<file path="src/rtl/adc_pwr_sched.sv">
// ---------------------------------------------------------------------------
// adc_pwr_sched
//
// Per-channel power integrator for a 4-channel signed ADC stream. Every valid
// sample is squared and accumulated per channel over a window of 2^N samples.
// At the end of a window the four sums are copied into shadow registers and
// drained as four ready/valid beats (ch0..ch3). A new window is accumulated
// while the previous one drains. If a window completes while its predecessor
// is still draining, the new results are dropped and the sticky overrun flag
// is set.
//
// Ports
//   user_clk       : single clock, rising edge
//   user_rst       : asynchronous active-high reset
//   ctrl_en        : enable integration
//   ctrl_win_log2  : log2 of window length, clamped to [4,16] when latched
//   ctrl_clr_ovr   : one-cycle pulse clearing the overrun flag
//   adc_valid      : adc_data holds one sample per channel this cycle
//   adc_data       : four signed samples, ch0 in the lowest byte
//   out_data       : sum of squares for out_chan
//   out_chan       : channel index of the current beat
//   out_valid      : beat available
//   out_ready      : downstream accepts the beat
//   out_last       : marks the ch3 beat
//   win_count      : completed-window counter (wraps)
//   overrun        : sticky, a window's results were dropped
// ---------------------------------------------------------------------------
module adc_pwr_sched #(
  parameter int NCH   = 4,
  parameter int ADC_W = 8,
  parameter int ACC_W = 32
) (
  input  logic                 user_clk,
  input  logic                 user_rst,
  input  logic                 ctrl_en,
  input  logic [4:0]           ctrl_win_log2,
  input  logic                 ctrl_clr_ovr,
  input  logic                 adc_valid,
  input  logic [NCH*ADC_W-1:0] adc_data,
  output logic [ACC_W-1:0]     out_data,
  output logic [1:0]           out_chan,
  output logic                 out_valid,
  input  logic                 out_ready,
  output logic                 out_last,
  output logic [15:0]          win_count,
  output logic                 overrun
);

  // Sample counter must reach 2^16, so it needs 17 bits.
  localparam int CNT_W = 17;

  typedef enum logic {IDLE, ACCUM} acc_state_t;
  typedef enum logic {EMPTY, DRAIN} drain_state_t;

  acc_state_t                acc_state;
  drain_state_t              drain_state;
  logic [4:0]                win_log2;
  logic [CNT_W-1:0]          sample_cnt;
  logic [ACC_W-1:0]          acc     [NCH];
  logic [ACC_W-1:0]          acc_sum [NCH];
  logic [ACC_W-1:0]          shadow  [NCH];
  logic signed [2*ADC_W-1:0] prod    [NCH];

  logic       last_sample;
  logic       window_done;
  logic       beat_xfer;
  logic       final_xfer;
  logic       shadow_load;
  logic       overrun_evt;
  logic [1:0] next_chan;

  // Window length is restricted to 16..65536 samples; anything outside that
  // range is pulled to the nearest end.
  function automatic logic [4:0] clamp_log2(input logic [4:0] v);
    if (v < 5'd4)
      return 5'd4;
    else if (v > 5'd16)
      return 5'd16;
    else
      return v;
  endfunction

  // Square of each signed sample plus the running accumulator. A signed
  // square is never negative and is at most 128^2, so the full product
  // zero-extends cleanly into the accumulator width.
  always_comb begin
    for (int c = 0; c < NCH; c++) begin
      prod[c]    = $signed(adc_data[c*ADC_W +: ADC_W]) * $signed(adc_data[c*ADC_W +: ADC_W]);
      acc_sum[c] = acc[c] + ACC_W'($unsigned(prod[c]));
    end
  end

  // Window completes on the sample that brings the count to 2^N. The shadow
  // may be reloaded either when the drain side is empty or when the ch3 beat
  // leaves on this very edge, which lets windows run back to back.
  always_comb begin
    last_sample = (sample_cnt == ((CNT_W'(1) << win_log2) - CNT_W'(1)));
    window_done = (acc_state == ACCUM) && ctrl_en && adc_valid && last_sample;
    beat_xfer   = out_valid && out_ready;
    final_xfer  = beat_xfer && (out_chan == 2'd3);
    shadow_load = window_done && ((drain_state == EMPTY) || final_xfer);
    overrun_evt = window_done && !shadow_load;
    next_chan   = out_chan + 2'd1;
  end

  // Integration FSM: accumulates squares while enabled. Dropping enable
  // throws away the partial window; completing a window clears the sums and
  // re-latches the window length so the next window starts immediately.
  always_ff @(posedge user_clk or posedge user_rst) begin
    if (user_rst) begin
      acc_state  <= IDLE;
      win_log2   <= 5'd4;
      sample_cnt <= '0;
      win_count  <= '0;
      for (int c = 0; c < NCH; c++) acc[c] <= '0;
    end else begin
      case (acc_state)
        IDLE: begin
          if (ctrl_en) begin
            acc_state <= ACCUM;
            win_log2  <= clamp_log2(ctrl_win_log2);
          end
        end
        ACCUM: begin
          if (!ctrl_en) begin
            acc_state  <= IDLE;
            sample_cnt <= '0;
            for (int c = 0; c < NCH; c++) acc[c] <= '0;
          end else if (adc_valid) begin
            if (last_sample) begin
              sample_cnt <= '0;
              win_count  <= win_count + 16'd1;
              win_log2   <= clamp_log2(ctrl_win_log2);
              for (int c = 0; c < NCH; c++) acc[c] <= '0;
            end else begin
              sample_cnt <= sample_cnt + CNT_W'(1);
              for (int c = 0; c < NCH; c++) acc[c] <= acc_sum[c];
            end
          end
        end
        default: acc_state <= IDLE;
      endcase
    end
  end

  // Drain FSM: presents the shadow sums one channel per beat. Output
  // registers only change on a load or an accepted beat, so they hold steady
  // under backpressure and keep their last values once the drain is empty.
  always_ff @(posedge user_clk or posedge user_rst) begin
    if (user_rst) begin
      drain_state <= EMPTY;
      out_valid   <= 1'b0;
      out_last    <= 1'b0;
      out_data    <= '0;
      out_chan    <= 2'd0;
      for (int c = 0; c < NCH; c++) shadow[c] <= '0;
    end else begin
      case (drain_state)
        EMPTY: begin
          if (shadow_load) begin
            for (int c = 0; c < NCH; c++) shadow[c] <= acc_sum[c];
            drain_state <= DRAIN;
            out_valid   <= 1'b1;
            out_data    <= acc_sum[0];
            out_chan    <= 2'd0;
            out_last    <= 1'b0;
          end
        end
        DRAIN: begin
          if (shadow_load) begin
            for (int c = 0; c < NCH; c++) shadow[c] <= acc_sum[c];
            out_valid <= 1'b1;
            out_data  <= acc_sum[0];
            out_chan  <= 2'd0;
            out_last  <= 1'b0;
          end else if (beat_xfer) begin
            if (out_chan == 2'd3) begin
              drain_state <= EMPTY;
              out_valid   <= 1'b0;
              out_last    <= 1'b0;
            end else begin
              out_chan <= next_chan;
              out_data <= shadow[next_chan];
              out_last <= (next_chan == 2'd3);
            end
          end
        end
        default: drain_state <= EMPTY;
      endcase
    end
  end

  // Sticky overrun flag; a new drop on the same edge as a clear wins so that
  // no lost window can go unreported.
  always_ff @(posedge user_clk or posedge user_rst) begin
    if (user_rst)
      overrun <= 1'b0;
    else if (overrun_evt)
      overrun <= 1'b1;
    else if (ctrl_clr_ovr)
      overrun <= 1'b0;
  end

endmodule

</file>
<file path="config.mk">
export PLATFORM = sky130hd
export DESIGN_NAME = adc_pwr_sched
export DESIGN_NICKNAME = d
export VERILOG_FILES = /design/src/rtl/adc_pwr_sched.sv
export SDC_FILE = /design/constraint.sdc
export NUM_CORES = 1
export LEC_CHECK = 0
export BUFFER_PORTS_ARGS = -buffer_cell sky130_fd_sc_hd__buf_4
export CAP_MARGIN = 20
export CORE_ASPECT_RATIO = 0.8
export CORE_UTILIZATION = 36
export CTS_CLUSTER_DIAMETER = 40
export CTS_CLUSTER_SIZE = 12
export DETAILED_ROUTE_END_ITERATION = 8
export PLACE_DENSITY = 0.53
export SLEW_MARGIN = 20
export SYNTH_ARGS = -nofsm -noshare
export SYNTH_HDL_FRONTEND = slang
export SYNTH_SLANG_ARGS = --single-unit
</file>
<file path="constraint.sdc">
create_clock -name user_clk -period 24.2 [get_ports user_clk]
set_input_delay 4.84 -clock user_clk [delete_from_list [all_inputs] [get_ports user_clk]]
set_output_delay 4.84 -clock user_clk [all_outputs]
set_load 0.02 [all_outputs]
</file>
==> results of run 1 <==
==> registers in the layout, summed over array words and instances (netlist names) <==
register	count
acc	128
shadow	128
out_data	32
sample_cnt	17
win_count	16
win_log2	5
out_chan	2
acc_state	1
drain_state	1
out_last	1
out_valid	1
overrun	1
==> report_power, final <==
| group | switching [W] | leakage, nW | total [W] | internal, W |
|---|---|---|---|---|
| sequential | 0.0000304 | 4.59 | 0.000621 | 0.000591 |
| clock | 0.000327 | 1.07 | 0.000899 | 0.000572 |
| combinational | 0.00142 | 8.86 | 0.00233 | 0.000905 |
| total | 0.00178 | 14.5 | 0.00385 | 0.00207 |
==> worst min-delay path: stages, from the launching register on <==
cell	delay [ns]
dfrtp_1	0.34
nand2_1	0.05
nand2_1	0.05
==> kinds of logic after synthesis <==
kind of cell             after synthesis  synth area share [%]
AND/OR/NAND/NOR                      742                  13.7
AO/OA/AOI/OAI                        619                  14.5
buffers and inverters                430                  6.14
adder cells (fa/ha/maj)              356                  21.5
flip-flops                           333                  31.1
XOR/XNOR                             222                  7.30
multiplexers                         108                  5.80
==> layout make-up <==
class | count | area (um2)
fill | 7245 | 43000
multi-input combinational | 2047 | 16900
sequential | 333 | 8340
clock buffer | 72 | 1650
tap | 1001 | 1250
inverter | 309 | 1170
timing repair buffer | 114 | 867
clock inverter | 42 | 548
==> path summary, 6_finish.rpt <==
kind / from / cells after the start / end
max: adc_data[4] / 27 / out_data[14]
max in group asynchronous: user_rst / 4 / acc[100]
min: shadow[77] / 2 / shadow[77]
max reg2reg: win_log2[4] / 13 / shadow[97]
min reg2reg: shadow[77] / 2 / shadow[77]
min in group asynchronous: user_rst / 2 / win_count[4]
==> layout by cell type, fill, tap and decap left out, types with 12 or more instances in the layout <==
| cell type | Yosys | layout |
|---|---|---|
| buf_4 | 3 | 111 |
| and2_1 | 60 | 60 |
| and4_1 | 12 | 12 |
| xnor2_1 | 164 | 164 |
| nor2b_1 | 37 | 37 |
| mux2_2 | 60 | 60 |
| xor2_1 | 57 | 57 |
| a21oi_1 | 139 | 139 |
| a22o_1 | 45 | 45 |
| fa_1 | 175 | 175 |
| nand4_1 | 21 | 21 |
| mux4_2 | 32 | 32 |
| o21bai_1 | 17 | 17 |
| nor3_1 | 36 | 36 |
| o21a_1 | 18 | 18 |
| mux2i_1 | 16 | 16 |
| dfrtp_1 | 332 | 331 |
| nand2b_1 | 27 | 27 |
| o211ai_1 | 14 | 14 |
| a21o_1 | 35 | 35 |
| nor2_1 | 89 | 88 |
| nor3b_1 | 12 | 12 |
| or3_1 | 29 | 29 |
| o21ai_0 | 195 | 195 |
| inv_1 | 309 | 308 |
| ha_1 | 181 | 181 |
| and3_1 | 40 | 40 |
| nand2_1 | 290 | 290 |
| clkbuf_16 | 0 | 61 |
| a31oi_1 | 47 | 46 |
| nand3_1 | 58 | 57 |
| o22ai_1 | 24 | 24 |
==> Yosys cell counts (all sizes together) (21+ instances only) <==
master and instances:
a21o 35, a21oi 139, a22o 45, a31oi 47
and2 60, and3 40, clkbuf 103, dfrtp 332
fa 175, ha 181, inv 309, mux2 60
mux4 32, nand2 290, nand2b 27, nand3 58
nand4 21, nor2 89, nor2b 37, nor3 38
o21ai 197, o22ai 24, or3 29, xnor2 164
xor2 57
==> per-layer routing <==
layer  vias to the layer above  track usage, %  routed length, um
met3                        79            2.62               3510
met4                         0            4.10                974
met1                     10100            28.9              35400
li1                       9772               -                  -
met2                       389            27.5              29500
met5                         -               0                  0
==> through the flow <==
stage,utilization (%),area [um2]
3_3_place_gp,38.7,28500
4_1_cts,41.7,30700
3_5_place_dp,38.7,28500
5_1_grt,41.7,30800
6_report,41.7,30800
2_1_floorplan,-,26800
==> impl_results.md, run 1 <==
- Outcome: finished, final reports clean
- Setup_tns: 0 ns
- First-pass DRT Iterations: 5
- Max-cap violations: 0
- Largest delay share family, worst path: adder cells
- DR vias: 20400
- Wirelength per Cell: 17.7 um
- Yosys cell types: 77
- WL final: 69400 um
- Register bit total from synthesis: 333
- Placed cells: 3804
- Worst-skew pair later-pin latency: 0.65 ns
- Crit path largest cell delay: 0.80 ns
- Design Power: 0.00385 W
- Sink Count: 333
- Num ports: 96
- Die area: 75600 um2
- Syn nets: 3209
- Placement row count: 89
- CTS clock-pin slew for the worst setup and hold paths: 0.05 ns
- Top post-synthesis cells by area: dfrtp_1, fa_1, ha_1, xnor2_1, inv_1
- Worst path bufs/invs: 5
- Endpoints failing setup: 0
- Worst slew pin tran: 1.09 ns
- Top cell type's share of synthesized area: 31.0%
- Share of post-route cells with drive strength above 1: 11.9%
- CP Launch Type: primary input
- Num CTS Buffers: 61
- Final Hold Viols: 0
- Fmax: 92.7 MHz
- GR Util All Layers: 18.8%
- Max-slew violation count: 0
- RSZ-0062 raised after global routing: no
- CTS Hold Bufs: 0
- Setup ws final: 13.42 ns
- First-pass GRT wire length: 113000 um
- Place WS: 12.83 ns
- Predominant post-synthesis flop cell: dfrtp_1
- Core footprint: 73700 um2
- CP Max Fanout: 9
- CP Data Required Time: 24.77 ns
- Die Height: 246 um
- Detail Placement HPWL: 51100 um
- Syn avg cell area: 9.55 um2
- Period utilization: 44.6%
- Post-cts resize count: 0
- Warnings from Yosys: 0
- Sequential element share of the synthesized area: 31.1%
- Setup crit end kind: flip-flop
- Post-route ant nets: 0
- Grt total ovfl: 0
- Slew HR: 27.5%
- CTS tree: done
- WP data arrival: 11.35 ns
- Post-synthesis cell area: 26800 um2
- Post-route DRC: 0
- Finished Layout Cells: 3918
- DRT iter0 DRCs: 1489
- Syn Inst Count: 2810
- Vias per inst: 5.20
- Die X-Extent: 307 um
- Final GP Congestion: 0.892
- Pleak: 14.5 nW
- P per Cell Area: 125 nW/um2
- R2R setup slack: 18.61 ns
- Crit Path Category: primary input to flip-flop
- Root buf cell: clkbuf_16
- Vias in the first global route: 20400
- Post-synth ARST share: 100%
- Starting Density: 36.4%
- EDFF count, synth: 0
- Area grow syn2layout: 14.6%
- Post-CTS Setup Bufs: 0
- Clock H-tree levels: 2
- Peak supply drop: 0.0762 mV
- Clock Tree Buf Depth: 3
- Hold Worst Slack: 0.468 ns
- Fin crit period: 10.78 ns
- Port Buffers: 95
- Worst hold path class: flip-flop to flip-flop
- Nets: 3265
- Initial antenna violation count: 2
- Clock Skew: 0.0532 ns
- Post-synth top area cell: dfrtp_1
- Ant diodes: 0
- Pin count of the biggest net entering global routing: 110
- CP max stage cell: nor3_1
No activity file was read; power rests on OpenSTA's default activity.
==> run 2: changes to the inputs <==
--- a/config.mk
+++ b/config.mk
@@ -12,7 +12,7 @@
 export CTS_CLUSTER_DIAMETER = 40
 export CTS_CLUSTER_SIZE = 12
 export DETAILED_ROUTE_END_ITERATION = 8
-export PLACE_DENSITY = 0.53
+export PLACE_DENSITY = 0.55
 export SLEW_MARGIN = 20
 export SYNTH_ARGS = -nofsm -noshare
 export SYNTH_HDL_FRONTEND = slang
==> constraint.sdc (replaced) <==
create_clock -name user_clk -period 8.7 [get_ports user_clk]
set_input_delay 1.74 -clock user_clk [delete_from_list [all_inputs] [get_ports user_clk]]
set_output_delay 1.74 -clock user_clk [all_outputs]
set_load 0.02 [all_outputs]
==> run 2 against run 1 <==
Compared with the run above: flip-flop and latch count is the same; total power grew to 2.8 times the previous value; core utilization grew 0.18 points; critical path type unchanged; critical endpoint is now acc[89]; largest cell class unchanged; highest routed layer unchanged.
==> impl_results.md, run 2 (synthesized netlist as in run 1, its figures left out) <==
- Outcome: finished, final reports clean
- Post-route ant nets: 0 (unchanged)
- Setup crit end kind: flip-flop
- R2R setup slack: 3.37 ns (-15.24 ns)
- R2R depth: 12 (-1)
- Design Power: 0.0107 W (+180%)
- Max-cap violations: 0 (unchanged)
- DR vias: 20500 (+0.79%)
- Die X-Extent: 307 um (unchanged)
- Pin count of the biggest net entering global routing: 173 (+57%)
- CP most frequent cell: a21oi_1
- Most frequent cells in the layout: dfrtp_1, inv_1, nand2_1
- Core footprint: 73700 um2 (unchanged)
- Post-cts resize count: 0 (unchanged)
- CP Launch Type: primary input
- DRT met1 WL: 35000 um (-1.2%)
- Crit Path Category: primary input to flip-flop
- Die Height: 246 um (unchanged)
- Placement row count: 89 (unchanged)
- CTS Hold Bufs: 0 (unchanged)
- Crit path to: acc[89]
- CTS tree: done
- Post-CTS Setup Bufs: 0 (unchanged)
- WP data arrival: 8.11 ns (-3.24 ns)
- Initial antenna violation count: 1 (-1)
- Largest delay share family, worst path: adder cells
- Crit path from: adc_data[8]
- Pleak: 14.6 nW (+0.35%)
- Biggest regs: acc: 128 flops, shadow: 128 flops, out_data: 32 flops
- GR Util All Layers: 18.7% (-0.070 points)
- Setup_tns: 0 ns (unchanged)
- Final GP Congestion: 0.886 (-0.75%)
- Root buf cell: clkbuf_16
- Finished Core Util: 41.9% (+0.18 points)
- Worst path bufs/invs: 5 (unchanged)
- Max-slew violation count: 0 (unchanged)
- Grt total ovfl: 0 (unchanged)
- Final Hold Viols: 0 (unchanged)
- Worst hold path class: flip-flop to flip-flop
- Crit path largest cell delay: 0.67 ns (-0.13 ns)
- Routed length on met3: 3660 um (+4.3%)
- Hold path startpoint: shadow[75]
- Fin crit period: 7.57 ns
- P per Cell Area: 345 nW/um2 (+180%)
- Detail Placement HPWL: 51800 um (+1.4%)
- Clock H-tree levels: 2 (unchanged)
- CP max stage cell: nor4bb_1
- Worst r2r src: win_log2[4]
- Share of post-route cells with drive strength above 1: 12.3% (+0.40 points)
- Starting Density: 36.4% (unchanged)
- Wirelength per Cell: 17.7 um (-0.30%)
- First-pass GRT wire length: 114000 um (+0.15%)
- Crit path depth: 27 (unchanged)
- Worst-skew pair later-pin latency: 0.65 ns (about the same)
- CP Max Fanout: 12 (+3)
- Clock Tree Buf Depth: 3 (unchanged)
- Area grow syn2layout: 15.1%
- Most common cell after layout, fill and taps aside: dfrtp_1
- CP Data Required Time: 9.24 ns (-15.53 ns)
- Num ports: 96 (unchanged)
- Multi-input logic area: 16900 um2 (about the same)
- Hold depth: 2 (unchanged)
- Num CTS Buffers: 60 (-1.6%)
- Worst slew pin tran: 1.20 ns (+0.111 ns)
- Peak supply drop: 0.232 mV (+200%)
- WL final: 69400 um (about the same)
- Fmax: 132 MHz
- RSZ-0062 raised after global routing: no
- Vias per inst: 5.22 (+0.48%)
- Die area: 75600 um2 (unchanged)
- Register Area: 8340 um2 (unchanged)
- Clock Skew: 0.0417 ns (-0.0115 ns)
- Period utilization: 87.1%
- Port Buffers: 95 (unchanged)
- First-pass DRT Iterations: 5 (unchanged)
- Slew HR: 20.1% (-7.4 points)
- Fillers: 7121 (-1.7%)
- DRT iter0 DRCs: 1379 (-7.4%)
- Ant diodes: 0 (unchanged)
- Top Metal Used: met4
- Sink Count: 333 (unchanged)
- Reg2Reg Capture Point: shadow[96]
- Endpoints failing setup: 0 (unchanged)
- Vias in the first global route: 20500 (+0.63%)
- Met2 routed WL: 29500 um (-0.27%)
- Post-route DRC: 0 (unchanged)
- CTS clock-pin slew for the worst setup and hold paths: 0.06 ns (about the same)
- Nets: 3278 (+0.40%)
[run 2: cell types whose count changed in the layout (fill, tap and decap cells not counted), moves of 2 or more]
cell	change
buf_4	+14
clkinv_2	-4
buf_12	+3
buf_6	-3
clkbuf_8	-3
clkinv_4	+3
inv_8	+3
clkinvlp_4	+2
inv_6	-2
[run 2: through the flow]
| step | hold slack, ns | instance area (um2) | cells | worst slack, ns |
|---|---|---|---|---|
| final | 0.470 | 30900 | 3930 | 1.13 |
| after global routing | 0.487 | 30900 | 3930 | 0.718 |
| after floorplan | 0.433 | 26800 | 2810 | 0.939 |
| after global placement | 0.446 | 28700 | 3816 | 0.681 |
| after CTS | 0.465 | 30900 | 3929 | 1.17 |
| after detailed placement | 0.452 | 28700 | 3817 | 0.535 |
[run 2: area by class of cell]
class                   instances  share of cell area [%]
multi-input cells            2047                    54.8
clock inverters                45                    2.04
well taps                    1001                    4.05
clock buffers                  67                    5.11
flip-flops and latches        333                    27.0
repair buffers                128                    3.23
inverters                     309                    3.77
[run 2: routing by layer]
| metal | global-route usage, % | vias up |
|---|---|---|
| met5 | 0 | - |
| met4 | 4.42 | 0 |
| met3 | 2.64 | 90 |
| met2 | 27.5 | 465 |
| met1 | 28.6 | 10200 |
| li1 | - | 9797 |
[run 2: worst min path at each step]
stage                                to  slack [ns]
after global routing      win_count[15]        0.49
after floorplan              shadow[70]        0.43
after CTS                    shadow[75]        0.46
after detailed placement     shadow[75]        0.45
after global placement       shadow[75]        0.45
final                        shadow[75]        0.47
[run 2: worst reg2reg max path, cell delays in order (launching register included)]
cell	delay, ns
dfrtp_1	0.86
inv_1	0.32
nand3_1	0.15
ha_1	0.46
xnor2_1	0.14
or4_1	0.48
a222oi_1	0.43
o2111ai_1	0.26
a2111oi_4	0.31
buf_4	0.34
nand3_4	0.60
buf_4	0.54
mux2_2	0.31
[run 2: where the power goes]
part           leakage (nW)  total [W]  internal (W)  switching [W]
registers              4.59    0.00173       0.00164      0.0000850
logic                  8.92    0.00641       0.00253        0.00388
clock network          1.06    0.00252       0.00159       0.000937
